[src/rtl/arashi_mem_pkg.sv]
// Shared sizing helpers and types for the arashi cache-to-thread read FIFO.
package arashi_mem_pkg;

  localparam int MAX_THREADS   = 256;
  localparam int DEF_MEM_WIDTH = 4;

  // Pointer type for the default depth; carries one extra wrap bit.
  typedef logic [DEF_MEM_WIDTH:0] ptr_t;

  function automatic int thread_num(input int tw);
    return 1 << tw;
  endfunction

  function automatic int depth(input int mw);
    return 1 << mw;
  endfunction

  function automatic logic [MAX_THREADS-1:0] onehot(input int unsigned id);
    return {{(MAX_THREADS-1){1'b0}}, 1'b1} << id;
  endfunction

endpackage

[src/rtl/arashi_rr_arbiter.sv]
// Round-robin arbiter: first requester at or above rr_ptr wins, with wrap.
module arashi_rr_arbiter
  import arashi_mem_pkg::*;
#(
  parameter int THREAD_NUM_WIDTH = 2
) (
  input  logic                                clk,
  input  logic                                rst,
  input  logic [(1<<THREAD_NUM_WIDTH)-1:0]    req,
  input  logic                                en,
  output logic                                gnt_valid,
  output logic [THREAD_NUM_WIDTH-1:0]         gnt_id
);

  localparam int N = thread_num(THREAD_NUM_WIDTH);

  logic [THREAD_NUM_WIDTH-1:0] rr_ptr_q, rr_ptr_d, idx;

  // Scan downward so the smallest offset from rr_ptr is the final winner.
  always_comb begin
    gnt_valid = 1'b0;
    gnt_id    = '0;
    idx       = rr_ptr_q;
    for (int i = N-1; i >= 0; i--) begin
      idx = rr_ptr_q + THREAD_NUM_WIDTH'(i);
      if (req[idx]) begin
        gnt_valid = 1'b1;
        gnt_id    = idx;
      end
    end
  end

  always_comb begin
    rr_ptr_d = rr_ptr_q;
    if (en && gnt_valid) rr_ptr_d = gnt_id + THREAD_NUM_WIDTH'(1);
  end

  always_ff @(posedge clk or posedge rst) begin
    if (rst) rr_ptr_q <= '0;
    else     rr_ptr_q <= rr_ptr_d;
  end

endmodule

[src/rtl/arashi_mem_rr.sv]
// Shared FIFO filled from the cache side, drained to threads round-robin.
module arashi_mem_rr
  import arashi_mem_pkg::*;
#(
  parameter int DATA_WIDTH       = 32,
  parameter int THREAD_NUM_WIDTH = 2,
  parameter int MEM_WIDTH        = 4,
  parameter int AFULL_THRESH     = (1 << MEM_WIDTH) - 2
) (
  input  logic                                            clk,
  input  logic                                            rst,
  input  logic                                            wr_valid,
  input  logic [DATA_WIDTH-1:0]                           wr_data,
  output logic                                            wr_ready,
  input  logic [(1<<THREAD_NUM_WIDTH)-1:0]                r_ena,
  output logic [DATA_WIDTH*(1<<THREAD_NUM_WIDTH)-1:0]     data_out,
  output logic [(1<<THREAD_NUM_WIDTH)-1:0]                r_ready,
  output logic [MEM_WIDTH:0]                              count,
  output logic                                            empty,
  output logic                                            full,
  output logic                                            almost_full
);

  localparam int                 THREAD_NUM = thread_num(THREAD_NUM_WIDTH);
  localparam int                 DEPTH      = depth(MEM_WIDTH);
  localparam logic [MEM_WIDTH:0] AFULL      = (MEM_WIDTH+1)'(AFULL_THRESH);
  localparam logic [MEM_WIDTH:0] PTR_ONE    = (MEM_WIDTH+1)'(1);

  logic [MEM_WIDTH:0]                         wptr_q, wptr_d, rptr_q, rptr_d;
  logic [DATA_WIDTH-1:0]                      mem [DEPTH];
  logic [THREAD_NUM-1:0][DATA_WIDTH-1:0]      data_out_q, data_out_d;
  logic [THREAD_NUM-1:0]                      r_ready_q, r_ready_d;
  logic                                       gnt_valid, rd_en, wr_fire, rd_fire;
  logic [THREAD_NUM_WIDTH-1:0]                gnt_id;

  // Extra pointer MSB distinguishes full from empty so all DEPTH entries are usable.
  assign count       = wptr_q - rptr_q;
  assign empty       = (wptr_q == rptr_q);
  assign full        = (wptr_q[MEM_WIDTH] != rptr_q[MEM_WIDTH]) &&
                       (wptr_q[MEM_WIDTH-1:0] == rptr_q[MEM_WIDTH-1:0]);
  assign almost_full = (count >= AFULL);
  assign wr_ready    = !rst && !full;
  assign wr_fire     = wr_valid && wr_ready;
  assign rd_en       = !empty;
  assign rd_fire     = gnt_valid && rd_en;
  assign data_out    = data_out_q;
  assign r_ready     = r_ready_q;

  arashi_rr_arbiter #(.THREAD_NUM_WIDTH(THREAD_NUM_WIDTH)) u_arb (
    .clk       (clk),
    .rst       (rst),
    .req       (r_ena),
    .en        (rd_en),
    .gnt_valid (gnt_valid),
    .gnt_id    (gnt_id)
  );

  // Read uses the pre-edge rptr/wptr, so a word written this edge is not visible yet.
  always_comb begin
    wptr_d     = wr_fire ? wptr_q + PTR_ONE : wptr_q;
    rptr_d     = rd_fire ? rptr_q + PTR_ONE : rptr_q;
    data_out_d = data_out_q;
    r_ready_d  = '0;
    if (rd_fire) begin
      data_out_d[gnt_id] = mem[rptr_q[MEM_WIDTH-1:0]];
      r_ready_d          = THREAD_NUM'(onehot(32'(gnt_id)));
    end
  end

  always_ff @(posedge clk) begin
    if (wr_fire) mem[wptr_q[MEM_WIDTH-1:0]] <= wr_data;
  end

  always_ff @(posedge clk or posedge rst) begin
    if (rst) begin
      wptr_q     <= '0;
      rptr_q     <= '0;
      data_out_q <= '0;
      r_ready_q  <= '0;
    end else begin
      wptr_q     <= wptr_d;
      rptr_q     <= rptr_d;
      data_out_q <= data_out_d;
      r_ready_q  <= r_ready_d;
    end
  end

endmodule

[config.mk]
export PLATFORM = sky130hd
export DESIGN_NAME = arashi_mem_rr
export DESIGN_NICKNAME = d
export VERILOG_FILES = /design/src/rtl/arashi_mem_pkg.sv /design/src/rtl/arashi_rr_arbiter.sv /design/src/rtl/arashi_mem_rr.sv
export SDC_FILE = /design/constraint.sdc
export NUM_CORES = 1
export LEC_CHECK = 0
export ABC_CLOCK_PERIOD_IN_PS = 4500
export CAP_MARGIN = 10
export CORE_ASPECT_RATIO = 1.2
export CORE_UTILIZATION = 50
export DETAILED_ROUTE_END_ITERATION = 16
export HOLD_SLACK_MARGIN = 0.15
export PLACE_DENSITY_LB_ADDON = 0.08
export SLEW_MARGIN = 20
export SYNTH_ARGS = -nofsm -noshare
export SYNTH_HDL_FRONTEND = slang
export SYNTH_HIERARCHICAL = 1
export SYNTH_SLANG_ARGS = --single-unit
[constraint.sdc]
create_clock -name clk -period 4.5 [get_ports clk]
set_input_delay 0.9 -clock clk [delete_from_list [all_inputs] [get_ports clk]]
set_output_delay 0.9 -clock clk [all_outputs]
set_load 0.02 [all_outputs]
After elaboration in Yosys (flattened, before gate mapping). Memories as Yosys holds them, arrays and structs flattened. Cells that the tools add are included.

Divide/modulo/power cells: 0. Multipliers: 0. Equality and inequality tests: 3. Add/sub/neg operators: 7. Muxes and demuxes: 22. Bitwise gates (word level): 0. Shifts and indexed selects: 1. $lt $le $gt $ge: 7. Reductions and logical operators: 8.

Operators with widths (count): 128-bit bitwise mux (1); 32-bit demux with 2-bit select (1); 32-bit 2-to-1 mux (1); 2-bit by 3-bit < comparator with 1-bit output, second input constant (5); 5-bit by 1-bit adder with 5-bit output, second input constant (2); 1-bit 2-to-1 mux (10); 1-bit binary-select mux with 2-bit select (4); 2-bit 2-to-1 mux (4); 5-bit equality test (1); 5-bit by 4-bit >= comparator with 1-bit output, second input constant (1); 1-bit logical AND (5); 5-bit subtractor (1); 2-bit by 1-bit adder with 2-bit output, second input constant (2); 2-bit adder, second input constant (2); 4-bit equality test (1); 4-bit 2-to-1 mux (1); 1-bit by 2-bit left shift with 4-bit output, first input constant (1); 1-bit zero test (3); 2-bit by 1-bit >= comparator with 1-bit output, second input constant (1); 1-bit inequality test (1).

Bits in latches: 0. Memories kept: 1. Memory bits (read-only): 0. Bits in writable memories: 512. Input bits: 39. Bits in registers: 144.

Memory list: mem (depth 16, width 32, read ports 1, clocked after memory_dff 0, wr ports 1, line arashi_mem_rr.sv:30) `logic [DATA_WIDTH-1:0] mem [DEPTH];`.

Depth between registers and ports, before layout.
Depth after elaboration: 12. Mapped depth: 12.

Modules after synthesis. The synthesis kept the hierarchy.

By module, submodules not included: arashi_mem_rr (times used 1, seq. area each 18928.2 um^2, cells an instance 1443, area an instance 25483.2 um^2); arashi_rr_arbiter (times used 1, seq. area each 50.0 um^2, cells an instance 25, area an instance 168.9 um^2).

Worst setup path after synthesis. Ideal clock, no wire load.

Path type: input port to flip-flop. Start point: in rst. End point: mem mem[3][0] (enable). Slack: -3116 ps. Required time: 4039 ps. Setup time: 461 ps. Arrival: 7155 ps. Stages on the path: 3. Cells stage by stage: inv_1 o2111ai_1 nor3_1.

Cells in the longest elaborated chain, start to end: 5.

RTL lines: start: declaration (line arashi_mem_rr.sv:11) `input logic rst,`; 1-bit zero test (no line); 1-bit logical AND (line arashi_mem_rr.sv:42) `assign wr_ready = !rst && !full;`; 1-bit logical AND (line arashi_mem_rr.sv:43) `assign wr_fire = wr_valid && wr_ready;`; 1-bit 2-to-1 mux (line arashi_mem_rr.sv:71) `if (wr_fire) mem[wptr_q[MEM_WIDTH-1:0]] <= wr_data;`; 1-bit 2-to-1 mux (not written as such) (line arashi_mem_rr.sv:71); end: declaration (line arashi_mem_rr.sv:30).

Every way passes these cells.

Worst setup path in the final report.
Start point: reg rptr_q[1]. End point: out almost_full.

Cells in the longest elaborated chain, start to end: 2.

RTL lines: start: declaration (line arashi_mem_rr.sv:29) `logic [MEM_WIDTH:0] wptr_q, wptr_d, rptr_q, rptr_d;`; start signal: assignment (line arashi_mem_rr.sv:82) `rptr_q <= rptr_d;`; 5-bit subtractor (line arashi_mem_rr.sv:37) `assign count = wptr_q - rptr_q;`; 5-bit by 4-bit >= comparator with 1-bit output (line arashi_mem_rr.sv:41) `assign almost_full = (count >= AFULL);`; end: declaration (line arashi_mem_rr.sv:21) `output logic almost_full`.

Every way passes these cells.

==> summary.md <==
| Metric | Value |
|---|---|
| CTS tree | yes |
| Top cell family by delay on the critical path | buffers and inverters |
| CTS Buffer Depth | 3 |
| CP max-delay cell | clkdlybuf4s50_1 |
| Max-slew headroom | 37.6% |
| GRT overflow | 0 |
| Final min period | ~4.0 ns |
| TritonRoute pass-1 iters | 5 |
| Core Box Area | about 50000 um^2 |
| Final wirelength | 58200 um |
| Crit Path Category | reg2out |
| Max IR drop VDD | about 0.44 mV |
| Crit path launch type | flip-flop |
| Postcts setup bufs | 0 |
| Status | completed |
| Drt via density | ~5.7 |
| Register clock-pin slew on the reported worst setup and hold paths | 0.06 ns |
| Cell area after synthesis | 25700 um^2 |
| 1st-iter DRT viols | ~1100 |
| Vias | ~14000 |
| Crit. End Element | output pin |
| Die width | 209 um |
| Max-cap violations | 0 |
| Pin count of the biggest net entering global routing | 70 |
| Final core occ | 60.5% |
| Clk Latency, worst-skew pair | 0.58 ns |
| Die area | 52200 um^2 |
| Max-slew violations | 0 |
| Detail Route Antenna Nets | 0 |
| WL/cell | 24.6 um |
| Syn Inst Count | 1468 |
| Initial Util | between 50% and 60% |
| Post-DP HPWL | 35000 um |
| Final instance area | 30500 um^2 |
| Total CTS buffers | 66 |
| Tightest Pin Transition | 0.935 ns |
| P per Cell Area | 718 nW/um^2 |
| Leakage power | ~11 nW |
| Most frequent cells in the layout | edfxtp_1, clkdlybuf4s50_1, dfrtp_1, mux2i_1, nor2_1 |
| Clk sinks | 656 |
| Final non-filler cell total | 2364 |
| Hold Path Class | reg2reg |
| Post-synth EDFFs | 512 |
| Seq/Total Area, Yosys | roughly three quarters |
| #FFs+latches synth | ~660 |
| Initial antenna violation count | 0 |
| Fin crit share | 88.6% |
| Buf+Inv Stages, Crit Path | 2 |
| Arrival time worst endpoint | 3.09 ns |
| Crit path cell chain | inv_1 -> ha_1 -> nor2b_1 -> o21ai_0 -> a21boi_0 -> o31ai_1 -> clkdlybuf4s50_1 |
| RSZ-0062 raised after global routing | false |
| GRT Total Usage | 22.9% |
| CTS root buf | clkbuf_16 |
| Layout cells sized above 1 | 15.5% |
| Setup Skew | between 0.02 and 0.03 ns |
| Main synth FF type | edfxtp_1 |
| Inst Count DP | 2246 |
| Area growth, synth to finish | 18.9% |
| # setup viols final | 0 |
| H-tree levels | 3 |
| Hold Vio Cnt, Final | 0 |
| Die H | 250 um |
| Vias in the first global route | 13912 |
| Worst setup path start | rptr_q[1] |
| Synth Warn # | 6 |
| Port buffer count | ~180 |
| Req. time, crit path | 3.60 ns |
| R2r startpoint | rptr_q[1] |
| Synthesized Nets | between 1500 and 2000 |
| Min-Delay Startpoint | data_out[120] |
| Largest driver fanout on the critical path | 16 |
| Post_cts resized | 0 |
| Synth Area per Inst | 17.5 um^2 |
| Commonest non-fill, non-tap cell in the layout | edfxtp_1 |
| Row count | 90 |
| CTS Hold Bufs | 0 |
| Post-synthesis async set-or-reset flop share | 22.0% |
| Antenna diodes | 0 |
| First-pass GRT wire length | 88500 um |
| Crit-path max cell delay | 0.66 ns |
| Area after DPL | 28400 um^2 |
| Fmax achieved | 251 MHz |
| Drt drc | 0 |
| Final Wtd Congestion | between 0.7 and 0.8 |
| Final nets | 1719 |
| Io pins | between 150 and 200 |
| Yosys cell types | 43 |
-- Yosys cell counts (2+ instances only) --
cell type	number	area (um^2)
edfxtp_1	512	15400
ha_1	9	113
nand2_1	76	285
nor3_1	4	20.0
nor2b_1	2	12.5
nor2_1	115	432
inv_1	20	75.1
buf_6	12	135
nand2b_4	10	138
clkbuf_1	35	131
a2111oi_2	2	30.0
buf_1	3	11.3
a2bb2oi_2	22	330
nand2b_1	26	163
o21ai_0	4	20.0
dfrtp_1	144	3600
o2111ai_1	3	26.3
mux4_2	64	1440
a2bb2oi_4	10	263
buf_4	14	105
mux2i_1	128	1280
o21ai_1	65	325
buf_2	25	125
a221oi_1	32	280
xor2_1	5	43.8
a21oi_1	70	350
nand4_1	3	18.8
a221o_1	32	320
xnor2_1	7	61.3
-- worst min-delay path: stages, from the launching register on --
cell	delay (ns)
dfrtp_1	0.34
nand2_1	0.05
o21ai_1	0.06
-- layer usage --
metal	routed length [um]	GRT usage (%)	vias up
met2	29200	38.4	389
met4	918	6.05	0
met3	2780	3.32	58
met5	0	0	-
met1	25300	31.7	7005
li1	-	-	6107
-- cell families (layout without fill, tap and decap cells) --
group | after synthesis | count (layout) | synth area share (%)
flip-flops | 656 | 656 | 74.0
AO/OA/AOI/OAI | 247 | 247 | 7.81
AND/OR/NAND/NOR | 241 | 241 | 4.33
multiplexers | 192 | 192 | 10.6
buffers and inverters | 109 | 361 | 2.27
XOR/XNOR | 13 | 13 | 0.473
adder cells (fa/ha/maj) | 10 | 10 | 0.517
-- report_power, final --
group	switching (mW)	internal, mW	leakage [nW]	total [mW]
sequential	0.557	7.45	6.30	8.01
clock	2.19	3.03	1.00	5.22
combinational	5.01	3.65	3.47	8.66
-- final cells by class --
| type | instances | area (um^2) |
|---|---|---|
| fillers | 3769 | 19900 |
| flip-flops and latches | 656 | 19000 |
| repair buffers | 223 | 2280 |
| inverters | 20 | 78.8 |
| clock buffers | 95 | 1890 |
| clock inverters | 23 | 165 |
| well taps | 644 | 806 |
| multi-input cells | 703 | 6290 |
-- path summary, 6_finish.rpt --
check                           cells past startpoint                 to  slack [ns]
worst max-delay path                                7        almost_full        0.51
worst min-delay path                                2      data_out[120]        0.48
worst max register to register                      6       data_out[12]        1.24
worst min register to register                      2      data_out[120]        0.48
max in group asynchronous                           4       data_out[44]        1.90
min in group asynchronous                           2  u_arb/rr_ptr_q[1]        0.64
-- registers in the layout, summed over array words and instances, names as in the netlist --
| name | count |
|---|---|
| mem | 512 |
| data_out | 128 |
| rptr_q | 5 |
| wptr_q | 5 |
| r_ready | 4 |
| u_arb/rr_ptr_q | 2 |
-- stage by stage --
stage               hold slack [ns]  worst slack (ns)  power (mW)  setup TNS, ns
floorplan                     0.506            -0.462        13.6        -104.12
finish                        0.480             0.514        21.9              0
detailed placement            0.475              1.01        16.9              0
global placement              0.466              1.07        16.7              0
global route                  0.508             0.242        22.9              0
CTS                           0.488             0.467        22.1              0
No activity file was read; power rests on OpenSTA's default activity.
